==> config.mk <==
export PLATFORM = sky130hd
export DESIGN_NAME = fetch_queue
export DESIGN_NICKNAME = d
export VERILOG_FILES = /design/src/rtl/fetch_queue.sv
export SDC_FILE = /design/constraint.sdc
export NUM_CORES = 1
export LEC_CHECK = 0
export CORE_MARGIN = 4
export CORE_UTILIZATION = 50
export DETAILED_ROUTE_END_ITERATION = 10
export PLACE_DENSITY = 0.82
export SYNTH_ARGS = -nofsm -noshare
export SYNTH_HDL_FRONTEND = slang
export SYNTH_SLANG_ARGS = --single-unit
==> constraint.sdc <==
create_clock -name clk -period 2.6 [get_ports clk]
set_input_delay 0.39 -clock clk [delete_from_list [all_inputs] [get_ports clk]]
set_output_delay 0.39 -clock clk [all_outputs]
set_load 0.01 [all_outputs]
==> src/rtl/fetch_queue.sv <==
// Instruction fetch buffer between fetch and decode: a DEPTH-entry {PC, instruction}
// FIFO with valid/ready on both sides and a single-cycle flush for redirects.
module fetch_queue #(
  parameter int DEPTH = 4,
  parameter int WIDTH = 32
) (
  input  logic                     clk,
  input  logic                     rst,
  input  logic                     in_valid,
  output logic                     in_ready,
  input  logic [WIDTH-1:0]         in_pc,
  input  logic [WIDTH-1:0]         in_ins,
  output logic                     out_valid,
  input  logic                     out_ready,
  output logic [WIDTH-1:0]         out_pc,
  output logic [WIDTH-1:0]         out_ins,
  input  logic                     flush,
  output logic [$clog2(DEPTH):0]   count
);

  localparam int PW = $clog2(DEPTH);
  localparam int CW = PW + 1;

  typedef enum logic [1:0] {
    EMPTY   = 2'd0,
    PARTIAL = 2'd1,
    FULL    = 2'd2
  } state_t;

  state_t        state_q, state_d;
  logic [PW-1:0] wr_ptr_q, wr_ptr_d;
  logic [PW-1:0] rd_ptr_q, rd_ptr_d;
  logic [CW-1:0] count_q, count_d;

  logic [WIDTH-1:0] mem_pc  [DEPTH];
  logic [WIDTH-1:0] mem_ins [DEPTH];

  logic push;
  logic pop;

  assign in_ready  = (state_q != FULL) & ~flush;
  assign out_valid = (state_q != EMPTY);
  assign push      = in_valid & in_ready;
  assign pop       = out_valid & out_ready;

  // Head is read straight from storage; forced to zero when nothing is queued.
  assign out_pc  = out_valid ? mem_pc[rd_ptr_q]  : '0;
  assign out_ins = out_valid ? mem_ins[rd_ptr_q] : '0;
  assign count   = count_q;

  always_ff @(posedge clk) begin
    if (push) begin
      mem_pc[wr_ptr_q]  <= in_pc;
      mem_ins[wr_ptr_q] <= in_ins;
    end
  end

  always_comb begin
    state_d  = state_q;
    wr_ptr_d = wr_ptr_q;
    rd_ptr_d = rd_ptr_q;
    count_d  = count_q;
    if (flush) begin
      // Redirect beats any same-cycle push or pop.
      state_d  = EMPTY;
      wr_ptr_d = '0;
      rd_ptr_d = '0;
      count_d  = '0;
    end else begin
      if (push) wr_ptr_d = wr_ptr_q + PW'(1);
      if (pop)  rd_ptr_d = rd_ptr_q + PW'(1);
      count_d = count_q + CW'(push) - CW'(pop);
      if (count_d == '0)
        state_d = EMPTY;
      else if (count_d == CW'(DEPTH))
        state_d = FULL;
      else
        state_d = PARTIAL;
    end
  end

  always_ff @(posedge clk or posedge rst) begin
    if (rst) begin
      state_q  <= EMPTY;
      wr_ptr_q <= '0;
      rd_ptr_q <= '0;
      count_q  <= '0;
    end else begin
      state_q  <= state_d;
      wr_ptr_q <= wr_ptr_d;
      rd_ptr_q <= rd_ptr_d;
      count_q  <= count_d;
    end
  end

endmodule

==> results_dict.tcl <==
set metrics [dict create \
    outcome "completed" \
    post_layout_instance_area_um2 13700 \
    reg2reg_to "state_q[0]" \
    num_vias 5543 \
    cap_viol_max_count 0 \
    final_max_tran_viols 0 \
    worst_r2r_startpoint "state_q[1]" \
    avgSynthCellArea_um2 20.3 \
    crit_path_end_kind "output port" \
    finalWirelength_mm 22.3 \
    critical_path_peak_fanout 11 \
    slew-limit-headroom_pct 71.3 \
    io_buffer_count 137 \
    synth_cells 527 \
    overflow 0 \
    dpl_worst_slack_ns -0.120 \
    number_of_global_route_vias_before_repair 6019 \
    clock_tree_from_tritoncts "yes" \
    clk_path_buf_depth 3 \
    num-nets-final 796 \
    clk-insertion-delay-late_ns 0.52 \
    dpl-instance-area_um2 12500 \
    ctsRootBufferMaster "sky130_fd_sc_hd__clkbuf_16" \
    area.growth.synth_to_final_pct 28.8 \
    achievable-frequency_mhz 390 \
    grt_setup_unrepaired "true" \
    critical_path_class "reg -> out" \
    setup.reg_to_reg.worst_slack_ns 0.22 \
    worst_r2r_path_depth 9 \
    synth_edf_count 256 \
    tightestPinTransition_ns 0.431 \
    critPathLaunchType "flip-flop" \
    cp_data_required_time_ns 2.21 \
    detailedRoute.firstPassIterationCount 4 \
    synth.ff_latch_count 265 \
    yosys-top-cells-count "256 x sky130_fd_sc_hd__edfxtp_1, 129 x sky130_fd_sc_hd__mux2i_1, 60 x sky130_fd_sc_hd__o22ai_2, 19 x sky130_fd_sc_hd__buf_6, 9 x sky130_fd_sc_hd__dfrtp_1" \
    fin_setup_tns_ns 0 \
    timing.hold.worst.class "in -> async" \
    antenna_violations_before_repair 1 \
    critPathArrivalTime_ns 2.18 \
    finClkSkew_ns 0.0137 \
    die_area_um2 23800 \
    synth_warnings 0 \
    sequential_to_total_area_share_from_yosys_stat_pct 74.1 \
    grt_usage_pct 18.6 \
    syn_nets 603 \
    netlist.area_leader.share_pct 72.0 \
    setup_slack_ns 0.0350 \
    power.ir.vdd_worst_mv 0.622 \
    static-leakage-power_nw 4.64 \
    synth_area_leader_cell "sky130_fd_sc_hd__edfxtp_1" \
    route.detailed.drc 0 \
    synthDistinctLibCells 27 \
    power_density_nw_per_um2 885 \
    cts_buffers 27 \
    nFillCells 1403 \
    met1_routed_length_mm 9.01 \
    holdWs_ns 0.121 \
    wl_met3_mm 1.46 \
    synthTopCellsByArea "sky130_fd_sc_hd__edfxtp_1 72%, sky130_fd_sc_hd__mux2i_1 12%, sky130_fd_sc_hd__o22ai_2 7.0%" \
    dieHeight_um 154 \
    rows 53 \
    routedWlPerCell_um 21.9 \
    antenna_left 0 \
    htree_num_levels 1 \
    syn-cell-area_um2 10700 \
    detailroute.wirelength.met2_mm 11.4 \
    width_of_the_chip_um 154 \
    layout-drive-gt1-share_pct 23.5 \
    clkTransAtPathRegs_ns 0.07 \
    period_needed_ns 2.57 \
    highest-signal-layer "met5" \
    fp.coreArea_um2 21000 \
    route.detailed.vias_per_inst 5.46 \
    async_flop_share_pct 3.40 \
    min_period_over_period_pct 98.7 \
    dp.final_hpwl_mm 13.1 \
    gp_congestion 0.767 \
    hold_buffers 0 \
    grt_first_pass_wirelength_mm 33.9 \
    hold_viol 0 \
    post-synth-top-count-cell "sky130_fd_sc_hd__edfxtp_1" \
    dominantRegCellSynth "sky130_fd_sc_hd__edfxtp_1" \
    finalPower_mw 12.2 \
    initial_core_utilization_pct 50.8 \
    detail_route.iter0.violations 278 \
    pin_count_of_the_biggest_net_entering_global_routing 35 \
    insertedDiodeCount 0 \
    setup_viol_count_final 0 \
    io_pins 138 \
    count_of_clock_tree_sinks 265 \
]
-- layout by cell type, fill, tap and decap left out, types with 2 or more instances in the layout --
cell type	netlist	final
sky130_fd_sc_hd__buf_16	0	8
sky130_fd_sc_hd__buf_12	7	15
sky130_fd_sc_hd__ha_1	6	6
sky130_fd_sc_hd__clkinv_1	0	5
sky130_fd_sc_hd__xnor2_1	3	3
sky130_fd_sc_hd__bufbuf_16	0	4
sky130_fd_sc_hd__bufinv_16	0	2
sky130_fd_sc_hd__clkinv_4	0	2
sky130_fd_sc_hd__clkdlybuf4s15_1	0	29
sky130_fd_sc_hd__mux2i_1	129	128
sky130_fd_sc_hd__o22ai_2	60	60
sky130_fd_sc_hd__dlygate4sd2_1	0	27
sky130_fd_sc_hd__inv_6	0	2
sky130_fd_sc_hd__clkinvlp_4	0	3
sky130_fd_sc_hd__clkinv_2	0	5
sky130_fd_sc_hd__buf_4	0	28
sky130_fd_sc_hd__o22ai_1	4	4
sky130_fd_sc_hd__clkdlybuf4s50_1	0	73
sky130_fd_sc_hd__nor2b_1	2	2
sky130_fd_sc_hd__and2_4	0	4
sky130_fd_sc_hd__nor2_1	5	5
sky130_fd_sc_hd__clkbuf_2	0	2
sky130_fd_sc_hd__dfrtp_1	9	7
sky130_fd_sc_hd__edfxtp_1	256	256
sky130_fd_sc_hd__clkbuf_1	0	3
sky130_fd_sc_hd__dlymetal6s2s_1	0	6
sky130_fd_sc_hd__inv_1	7	7
sky130_fd_sc_hd__clkbuf_16	0	27
-- worst max-delay path, stage by stage (launching register included) --
cell                              delay (ns)
sky130_fd_sc_hd__dfrtp_1                0.39
sky130_fd_sc_hd__or2_4                  0.20
sky130_fd_sc_hd__nand2_8                0.09
sky130_fd_sc_hd__buf_4                  0.15
sky130_fd_sc_hd__bufbuf_16              0.29
sky130_fd_sc_hd__o22ai_1                0.24
sky130_fd_sc_hd__clkdlybuf4s15_1        0.29
-- state kept, by name (all words and copies together), names as in the netlist --
signal    cells
count         3
mem_ins     128
mem_pc      128
rd_ptr_q      2
state_q       2
wr_ptr_q      2
-- routing by layer --
| layer | track usage (%) | vias to the layer above |
|---|---|---|
| met5 | 0 | - |
| met4 | 3.91 | 2 |
| met3 | 3.72 | 38 |
| met2 | 32.6 | 175 |
| met1 | 24.1 | 2807 |
| li1 | - | 2521 |
-- power breakdown --
part	switching, mW	leakage, nW	internal (mW)
clock network	1.57	0.417	2.12
logic	1.68	1.79	1.77
registers	0.0892	2.44	4.94
total	3.33	4.64	8.84
-- worst max path at each step --
| stage | start | cells after the start | to | slack (ns) |
|---|---|---|---|---|
| final | state_q[1] | 6 | out_ins[30] | 0.03 |
| after global routing | state_q[1] | 7 | out_pc[7] | -0.007 |
| after detailed placement | flush | 9 | state_q[0] | -0.12 |
| after CTS | state_q[1] | 5 | out_ins[7] | -0.07 |
| after global placement | flush | 9 | state_q[0] | -0.04 |
| after floorplan | flush | 9 | state_q[0] | 0.20 |
-- metrics by stage --
step | util (%) | std cells
finish | 65.4 | 1016
global route | 65.4 | 1016
CTS | 64.9 | 1009
detailed placement | 59.3 | 941
global placement | 59.3 | 941
floorplan | - | 527
-- logic make-up (layout without fill, tap and decap cells) --
logic type | after synthesis | after routing | share of synthesized area, %
DFF | 265 | 265 | 74.1
muxes | 130 | 130 | 12.2
AOI/OAI and AO/OA | 66 | 66 | 7.41
buffers and inverters | 36 | 250 | 3.70
and+or+nand+nor | 19 | 19 | 1.32
adders and majority gates | 7 | 7 | 0.891
xor gates and xnor gates | 4 | 4 | 0.328
-- cell type report --
cell class | count | area, um2 | share of cell area (%)
sequential | 265 | 7920 | 57.6
multi-input combinational | 226 | 2390 | 17.4
timing repair buffer | 193 | 2210 | 16.1
clock buffer | 30 | 687 | 5.00
tap | 275 | 344 | 2.50
clock inverter | 20 | 178 | 1.29
inverter | 7 | 26.3 | 0.191
-- what timing repair did --
item                       in CTS  in global routing
gates resized for setup        68                 40
hold endpoints to repair        0                  0
setup endpoints to repair      64                  6
gates cloned                    8                  0
pin swaps                       1                  2
setup buffers                  11                  7
Power figures use the tool's default switching activity.
